**src/rtl/l1_l2_req_arb.sv**
```systemverilog
// rtl/l1_l2_req_arb.sv - round-robin L1 stream request arbiter with L2 credit limit and response routing
module l1_l2_req_arb #(
    parameter int nstrms    = 64,
    parameter int sid_width = $clog2(nstrms),
    parameter int max_out   = 8,
    parameter int cnt_width = $clog2(max_out + 1)
) (
    input  logic                 clk,
    input  logic                 reset,
    input  logic [nstrms-1:0]    i_req_v,
    output logic [nstrms-1:0]    i_req_r,
    output logic                 o_req_v,
    input  logic                 o_req_r,
    output logic [sid_width-1:0] o_req_sid,
    input  logic                 i_rsp_v,
    output logic                 i_rsp_r,
    input  logic [sid_width-1:0] i_rsp_sid,
    output logic [nstrms-1:0]    o_rsp_v,
    input  logic [nstrms-1:0]    o_rsp_r,
    output logic                 o_err,
    output logic [cnt_width-1:0] o_out_cnt
);

    localparam logic [cnt_width-1:0] MAX_OUT_C = cnt_width'(max_out);
    localparam logic [nstrms-1:0]    ONE_HOT_0 = nstrms'(1);

    logic [nstrms-1:0]    pend_q, pend_d;
    logic [sid_width-1:0] rr_ptr_q, rr_ptr_d;
    logic [cnt_width-1:0] out_cnt_q, out_cnt_d;
    logic                 req_v_q, req_v_d;
    logic [sid_width-1:0] req_sid_q, req_sid_d;
    logic                 rsp_v_q, rsp_v_d;
    logic [sid_width-1:0] rsp_sid_q, rsp_sid_d;
    logic                 rsp_ok_q, rsp_ok_d;
    logic                 err_q, err_d;

    logic [nstrms-1:0]    eligible;
    logic                 found;
    logic [sid_width-1:0] grant_sid;
    logic [sid_width-1:0] idx;
    logic                 grant;
    logic                 rsp_hs;
    logic                 rsp_acc;
    logic                 cnt_dec;

    assign eligible = i_req_v & ~pend_q;

    // Rotating priority search; sid arithmetic wraps because nstrms is a power of two.
    always_comb begin
        found     = 1'b0;
        grant_sid = rr_ptr_q;
        idx       = '0;
        for (int i = 0; i < nstrms; i++) begin
            idx = rr_ptr_q + sid_width'(i);
            if (!found && eligible[idx]) begin
                found     = 1'b1;
                grant_sid = idx;
            end
        end
    end

    assign grant   = !reset && found && (out_cnt_q < MAX_OUT_C) && (!req_v_q || o_req_r);
    assign rsp_hs  = rsp_v_q && o_rsp_r[rsp_sid_q];
    assign i_rsp_r = !reset && (!rsp_v_q || rsp_hs);
    assign rsp_acc = i_rsp_v && i_rsp_r;
    // Responses that arrived for an idle stream are delivered but never touch the accounting.
    assign cnt_dec = rsp_hs && rsp_ok_q && (out_cnt_q != '0);

    always_comb begin
        pend_d    = pend_q;
        rr_ptr_d  = rr_ptr_q;
        out_cnt_d = out_cnt_q;
        req_v_d   = req_v_q;
        req_sid_d = req_sid_q;
        rsp_v_d   = rsp_v_q;
        rsp_sid_d = rsp_sid_q;
        rsp_ok_d  = rsp_ok_q;
        err_d     = err_q;

        if (rsp_hs && rsp_ok_q) begin
            pend_d[rsp_sid_q] = 1'b0;
        end
        if (grant) begin
            pend_d[grant_sid] = 1'b1;
            rr_ptr_d          = grant_sid + sid_width'(1);
            req_v_d           = 1'b1;
            req_sid_d         = grant_sid;
        end else if (o_req_r) begin
            req_v_d = 1'b0;
        end

        if (grant && !cnt_dec) begin
            out_cnt_d = out_cnt_q + cnt_width'(1);
        end else if (!grant && cnt_dec) begin
            out_cnt_d = out_cnt_q - cnt_width'(1);
        end

        if (rsp_acc) begin
            rsp_v_d   = 1'b1;
            rsp_sid_d = i_rsp_sid;
            rsp_ok_d  = pend_q[i_rsp_sid];
            if (!pend_q[i_rsp_sid]) begin
                err_d = 1'b1;
            end
        end else if (rsp_hs) begin
            rsp_v_d = 1'b0;
        end
    end

    always_ff @(posedge clk) begin
        if (reset) begin
            pend_q    <= '0;
            rr_ptr_q  <= '0;
            out_cnt_q <= '0;
            req_v_q   <= 1'b0;
            req_sid_q <= '0;
            rsp_v_q   <= 1'b0;
            rsp_sid_q <= '0;
            rsp_ok_q  <= 1'b0;
            err_q     <= 1'b0;
        end else begin
            pend_q    <= pend_d;
            rr_ptr_q  <= rr_ptr_d;
            out_cnt_q <= out_cnt_d;
            req_v_q   <= req_v_d;
            req_sid_q <= req_sid_d;
            rsp_v_q   <= rsp_v_d;
            rsp_sid_q <= rsp_sid_d;
            rsp_ok_q  <= rsp_ok_d;
            err_q     <= err_d;
        end
    end

    // Outputs are forced quiet for the whole time reset is high, including its first cycle.
    assign i_req_r   = grant ? (ONE_HOT_0 << grant_sid) : '0;
    assign o_req_v   = !reset && req_v_q;
    assign o_req_sid = req_sid_q;
    assign o_rsp_v   = (!reset && rsp_v_q) ? (ONE_HOT_0 << rsp_sid_q) : '0;
    assign o_err     = !reset && err_q;
    assign o_out_cnt = reset ? '0 : out_cnt_q;

endmodule

```
**config.mk**
```make
export PLATFORM = sky130hd
export DESIGN_NAME = l1_l2_req_arb
export DESIGN_NICKNAME = d
export VERILOG_FILES = /design/src/rtl/l1_l2_req_arb.sv
export SDC_FILE = /design/constraint.sdc
export NUM_CORES = 1
export LEC_CHECK = 0
export ABC_AREA = 1
export CAP_MARGIN = 20
export CELL_PAD_IN_SITES_DETAIL_PLACEMENT = 1
export CELL_PAD_IN_SITES_GLOBAL_PLACEMENT = 1
export CORE_MARGIN = 2
export CORE_UTILIZATION = 40
export DETAILED_ROUTE_END_ITERATION = 8
export GPL_TIMING_DRIVEN = 1
export HOLD_SLACK_MARGIN = 0.02
export PLACE_DENSITY = 0.95
export SETUP_SLACK_MARGIN = 0.3
export SLEW_MARGIN = 15
export SYNTH_ARGS = -nofsm -noshare
export SYNTH_HDL_FRONTEND = slang
export SYNTH_SLANG_ARGS = --single-unit
```
**constraint.sdc**
```tcl
create_clock -name clk -period 23.8 [get_ports clk]
set_clock_uncertainty 0.15 [all_clocks]
set_input_delay 3.57 -clock clk [delete_from_list [all_inputs] [get_ports clk]]
set_output_delay 3.57 -clock clk [all_outputs]
set_load 0.1 [all_outputs]
```
==> metrics.csv, run 1 <==
stage,metric,value,unit
outcome,outcome,completed,
drt,post_drt_wl_per_cell,26.79,um
sta,setup_violations,0,
sta,setup-tns-final,0,ps
sta,whs,323.9,ps
drt,finalWirelength,102.1,mm
drt,route.antenna.remaining_nets,0,
grt,top_usage_layer,met2,
clocking,cts_max_path_buffers,2,
finish,drive_above_1_share,0.05895,
critical_path,r2r_end,out_cnt_q[3],
logic_synthesis,synth.distinct_cells,66,
sta,final-hold-violation-count,0,
sta,fin_crit_sh,0.7801,
critical_path,reg2reg_slack,11140,ps
clocking,insertion_delay,360,ps
sta,max_freq,53.86,MHz
sta,fin_crit,18570,ps
grt,grtUsageMet1,0.5593,
clocking,cts_sinks,90,
grt,antenna_found_initial,8,
min_path,holdPathEnd,o_req_sid[0],
logic_synthesis,synth_simple_gate_area_frac,0.4757,
grt,grt_start_max_net_pins,73,
clocking,cts_tree,built,
clocking,clk_pin_slew,70,ps
clocking,ctsResizeCount,0,
logic_synthesis,syn_area,16410,um2
clocking,cts_setup_buffers,0,
finish,finalNetCount,3434,
clocking,cts_hold_buf,0,
clocking,numCtsBuffers,9,
critical_path,startpoint_type,primary input,
placement,gp_congestion,1.093,
logic_synthesis,yosys.area.top_type_share,0.1927,
critical_path,timing.rr.start,rr_ptr_q[1],
logic_synthesis,synth_top_family_by_area,simple AND/OR/NAND/NOR gates,
logic_synthesis,synth.yosys.seq_area_share,0.1098,
drt,drt_drc_violations_left,0,
floorplan,io_pins,279,
drt,via_per_inst,6.379,
logic_synthesis,synth_compound_area_frac,0.2100,
drt,drt_iter0_markers,2867,
grt,grt_pass1_vias,23850,
floorplan,fp.dieH,206.6,um
clocking,cts_htree_levels,3,
grt,met3_usage,0.1011,
critical_path,r2r_cells,81,
floorplan,core,40650,um2
floorplan,die-area,42670,um2
floorplan,rows,74,
critical_path,cpPeakStageDelay,1160,ps
finish,area_growth,19.11,%
logic_synthesis,synth.avg_cell_area,5.348,um2
finish,final_cell_mix,"nand2_1 (675), nand3_1 (632), inv_1 (383)",
job,maxCapViolCount,0,
critical_path,cp_max_fo,39,
floorplan,die_w,206.6,um
drt,dr.pass1.iters,8,
placement,dpl_cell_area,19220,um2
min_path,hp-start,o_req_sid[0],
logic_synthesis,synth_area_leaders,"nand3_1 (19%), nand2_1 (15%), dfxtp_1 (11%), o21ai_0 (9.5%), inv_1 (8.8%)",
logic_synthesis,synthAdderAreaFrac,0.02104,
critical_path,cp_common_cell,nand2_2,
logic_synthesis,syn_nets,3234,
grt,grt_overflow_total,0,
placement,port_buffers,278,
placement,place_hpwl,80.28,mm
min_path,hp-class,flip-flop to flip-flop,
sta,slew_headroom,0.1801,
logic_synthesis,synth-warning-count,0,
drt,via_count,24300,
logic_synthesis,yosysTopAreaCell,nand3_1,
logic_synthesis,synth_xor_area_frac,0.02493,
grt,met2_usage,0.7360,
critical_path,crit_arrival,14850,ps
critical_path,crit_required,20080,ps
logic_synthesis,synthMuxAreaShare,0.002439,
finish,layout_commonest_cell,nand2_1,
logic_synthesis,synth_seq_cells,90,
sta,tightest_slew,1225,ps
critical_path,path_class,primary input to primary output,
floorplan,initial_core_util,0.4038,
clocking,clk_root_buffer_cell,clkbuf_16,
grt,grt_pass1_wl,148.1,mm
critical_path,critical-path-slowest-cell,clkdlybuf4s50_1,
finish,final_cell_area,19550,um2
logic_synthesis,netlist_instances,3069,
sta,slew_violations,0,
grt,track_usage,0.4645,
critical_path,worstSetupEndpointType,primary output,
min_path,hold_depth,2,
sta,rsz0062_at_grt,no,
==> per-layer routing <==
| metal | routed length [um] | part of all wire |
|---|---|---|
| met5 | 50 | 0.00049 |
| met4 | 8569 | 0.084 |
| met3 | 11050 | 0.11 |
| met2 | 43980 | 0.43 |
| met1 | 38440 | 0.38 |
==> through the flow <==
step / utilization / worst slack [ps] / std cells
2_1_floorplan: - / 8236 / 3069
3_3_place_gp: 0.4728 / 5896 / 3789
3_5_place_dp: 0.4728 / 5503 / 3789
4_1_cts: 0.4803 / 5473 / 3805
5_1_grt: 0.4807 / 4315 / 3806
6_report: 0.4810 / 5234 / 3810
==> sequential cells by signal, summed over array words and instances (netlist names) <==
name / cells
pend_q: 64
o_req_sid: 6
rr_ptr_q: 6
rsp_sid_q: 6
out_cnt_q: 4
err_q: 1
req_v_q: 1
rsp_ok_q: 1
rsp_v_q: 1
==> cells in the mapped netlist, drive strengths merged <==
cell type      n
nand2        703
nand3        641
inv          415
o21ai        321
nor2         314
a21oi        173
dfxtp         90
buf           78
clkbuf        47
xor2          40
a31oi         37
nand4         33
ha            26
nor3          24
o21a          23
a22oi         14
o211ai        10
clkinv         9
o22ai          9
a221oi         7
a22o           7
nor4           7
dlygate4sd3    5
o221ai         5
xnor2          5
a21boi         4
mux2i          4
a211oi         3
o31ai          3
nand3b         2
or2            2
a311o          1
a311oi         1
a41oi          1
and2           1
fa             1
o21bai         1
o32ai          1
o41ai          1
==> worst max-delay path, delay by kind of cell <==
family / cells / cell delay (ps)
compound gates: 1 / 130
buf+inv: 9 / 2200
simple gates: 65 / 8890
==> worst max path at each step <==
stage / end / depth (start not counted) / start
2_1_floorplan: i_req_r[20] / 74 / i_req_v[52]
3_3_place_gp: i_req_r[62] / 75 / i_req_v[29]
3_5_place_dp: i_req_r[17] / 75 / i_req_v[1]
4_1_cts: i_req_r[17] / 75 / i_req_v[1]
5_1_grt: i_req_r[23] / 75 / i_req_v[1]
6_report: i_req_r[17] / 75 / i_req_v[3]
==> layout make-up <==
cell class,instances,area [um2]
Multi-Input combinational cell,2425,12080
Clock inverter,6,65.06
Antenna cell,4,10.01
Sequential cell,90,1804
Inverter,424,1595
Tap cell,532,665.6
Timing Repair Buffer,319,3089
Clock buffer,10,239.0
Fill cell,5893,21100
==> kinds of logic (layout without fill, tap and decap cells) <==
family / after synthesis / after routing
muxes: 4 / 4
AOI/OAI and AO/OA: 622 / 622
adders and majority gates: 27 / 27
and+or+nand+nor: 1727 / 1727
other: 0 / 4
buffers and inverters: 554 / 759
DFF: 90 / 90
xor gates and xnor gates: 45 / 45
Power of run 1 is left out: the tool's default activity adds up to more than one toggle a clock period on the data nets, which glitch-free logic cannot reach.
==> inputs of run 2 (changes only) <==
- CORE_UTILIZATION: 40 -> 37
- PLACE_DENSITY: 0.95 -> 0.93
- clock period: 23.8 -> 18.7 ns (I/O delays scaled with it)
==> run 2 against run 1 <==
Worst hold slack better by 19 ps. Global-route usage is 7.1 points lower. Flip-flop and latch count is the same. Register-to-register slack got worse by 4900 ps. Routed wire length down 7.4%. Cell count up 1.5%. Die area grew 8.0%. Sequential share of layout area about the same. Via count shrank 1.0%. Clock-buffer cell count unchanged. Critical path type unchanged. First-iteration DRC count up 5.5%. Utilization shrank 3.6 points.
==> metrics.csv, run 2 (same netlist as run 1, synthesis figures left out) <==
stage,metric,value,unit
drt,drt_drc_violations_left,0,
placement,port_buffers,278,
sta,slew_headroom,0.2469,
sta,layout_setup_ws,1792,ps
drt,finalWirelength,94.49,mm
placement,place_hpwl,72.90,mm
finish,final_cell_mix,"nand2_1 (675), nand3_1 (632), inv_1 (383)",
grt,met3_usage,0.08695,
grt,grtUsageMet1,0.4811,
clocking,cts_setup_buffers,0,
critical_path,path_class,primary input to primary output,
floorplan,fp.dieH,214.6,um
grt,grt_start_max_net_pins,76,
floorplan,die_w,214.6,um
job,maxCapViolCount,0,
finish,largest_reg_flops,64,
sta,fin_crit,16910,ps
drt,dr.pass1.iters,7,
finish,nFillCells,6329,
outcome,outcome,completed,
min_path,hp-class,flip-flop to flip-flop,
drt,route.antenna.remaining_nets,0,
floorplan,initial_core_util,0.3728,
sta,tightest_slew,1126,ps
critical_path,critical-path-slowest-cell,clkdlybuf4s50_1,
grt,grt_overflow_total,0,
grt,track_usage,0.3939,
min_path,hp-start,o_req_sid[0],
finish,n_antenna_cell,0,
grt,top_usage_layer,met2,
finish,seqCellArea,1804,um2
sta,max_freq,59.14,MHz
sta,setup-tns-final,0,ps
grt,grt_pass1_vias,24020,
critical_path,startpoint_type,primary input,
clocking,clk_root_buffer_cell,clkbuf_16,
placement,dpl_worst_slack,2018,ps
grt,grt_pass1_wl,141.8,mm
drt,via_per_inst,6.220,
clocking,insertion_delay,350,ps
critical_path,crit_required,15750,ps
floorplan,die-area,46060,um2
clocking,numCtsBuffers,9,
floorplan,core,44030,um2
finish,multi_input_area,12080,um2
clocking,cts_max_path_buffers,2,
floorplan,rows,77,
drt,drt_iter0_markers,3026,
grt,antenna_found_initial,3,
finish,drive_above_1_share,0.05922,
critical_path,crit_arrival,13950,ps
clocking,clk_pin_slew,80,ps
critical_path,worstSetupStartpoint,i_req_v[14],
clocking,ctsResizeCount,0,
clocking,cts_tree,built,
clocking,cts_htree_levels,3,
grt,met2_usage,0.6106,
critical_path,worstSetupEndpointType,primary output,
finish,finalNetCount,3436,
finish,layout_commonest_cell,nand2_1,
sta,final-hold-violation-count,0,
critical_path,cpPeakStageDelay,1150,ps
drt,post_drt_wl_per_cell,24.43,um
placement,gp_congestion,1.034,
sta,rsz0062_at_grt,no,
drt,via_count,24060,
finish,top_register,pend_q,
clocking,cts_hold_buf,0,
sta,slew_violations,0,
critical_path,cp_common_cell,nand2_2,
finish,area_growth,19.48,%
sta,setup_violations,0,
floorplan,io_pins,279,
sta,fin_crit_sh,0.9042,
critical_path,timing.rr.start,rr_ptr_q[2],
critical_path,cp_max_fo,39,
sta,whs,342.5,ps
clocking,cts_sinks,90,
==> run 2: final cells by class <==
| cell class | instances | share of cell area |
|---|---|---|
| flip-flops and latches | 90 | 0.09200 |
| clock inverters | 6 | 0.003318 |
| inverters | 424 | 0.08134 |
| repair buffers | 321 | 0.1581 |
| clock buffers | 10 | 0.01168 |
| multi-input cells | 2425 | 0.6158 |
| well taps | 592 | 0.03777 |
==> run 2: final timing paths <==
path	to	slack [ps]	cells past startpoint
worst max-delay path	i_req_r[20]	1790	75
worst min-delay path	o_req_sid[0]	340	2
worst max register to register	out_cnt_q[3]	6230	76
worst min register to register	o_req_sid[0]	340	2
==> run 2: critical path, delay by kind of cell <==
kind	cells	cell delay [ps]
AND/OR/NAND/NOR	65	8830
AO/OA/AOI/OAI	1	90
buffers and inverters	9	2180
==> run 2: stage by stage <==
| stage | utilization | cell area, um2 | instances |
|---|---|---|---|
| final | 0.4454 | 19610 | 3868 |
| after global routing | 0.4454 | 19610 | 3868 |
| after CTS | 0.4454 | 19610 | 3868 |
| after detailed placement | 0.4387 | 19320 | 3852 |
| after global placement | 0.4387 | 19320 | 3852 |
| after floorplan | - | 16410 | 3069 |
==> run 2: per-layer routing <==
layer,vias to the layer above,part of all wire
met5,-,0.00093
met4,6,0.085
met3,462,0.12
met2,1631,0.42
met1,11350,0.37
li1,10610,-
Power of run 2 is left out for the same reason.
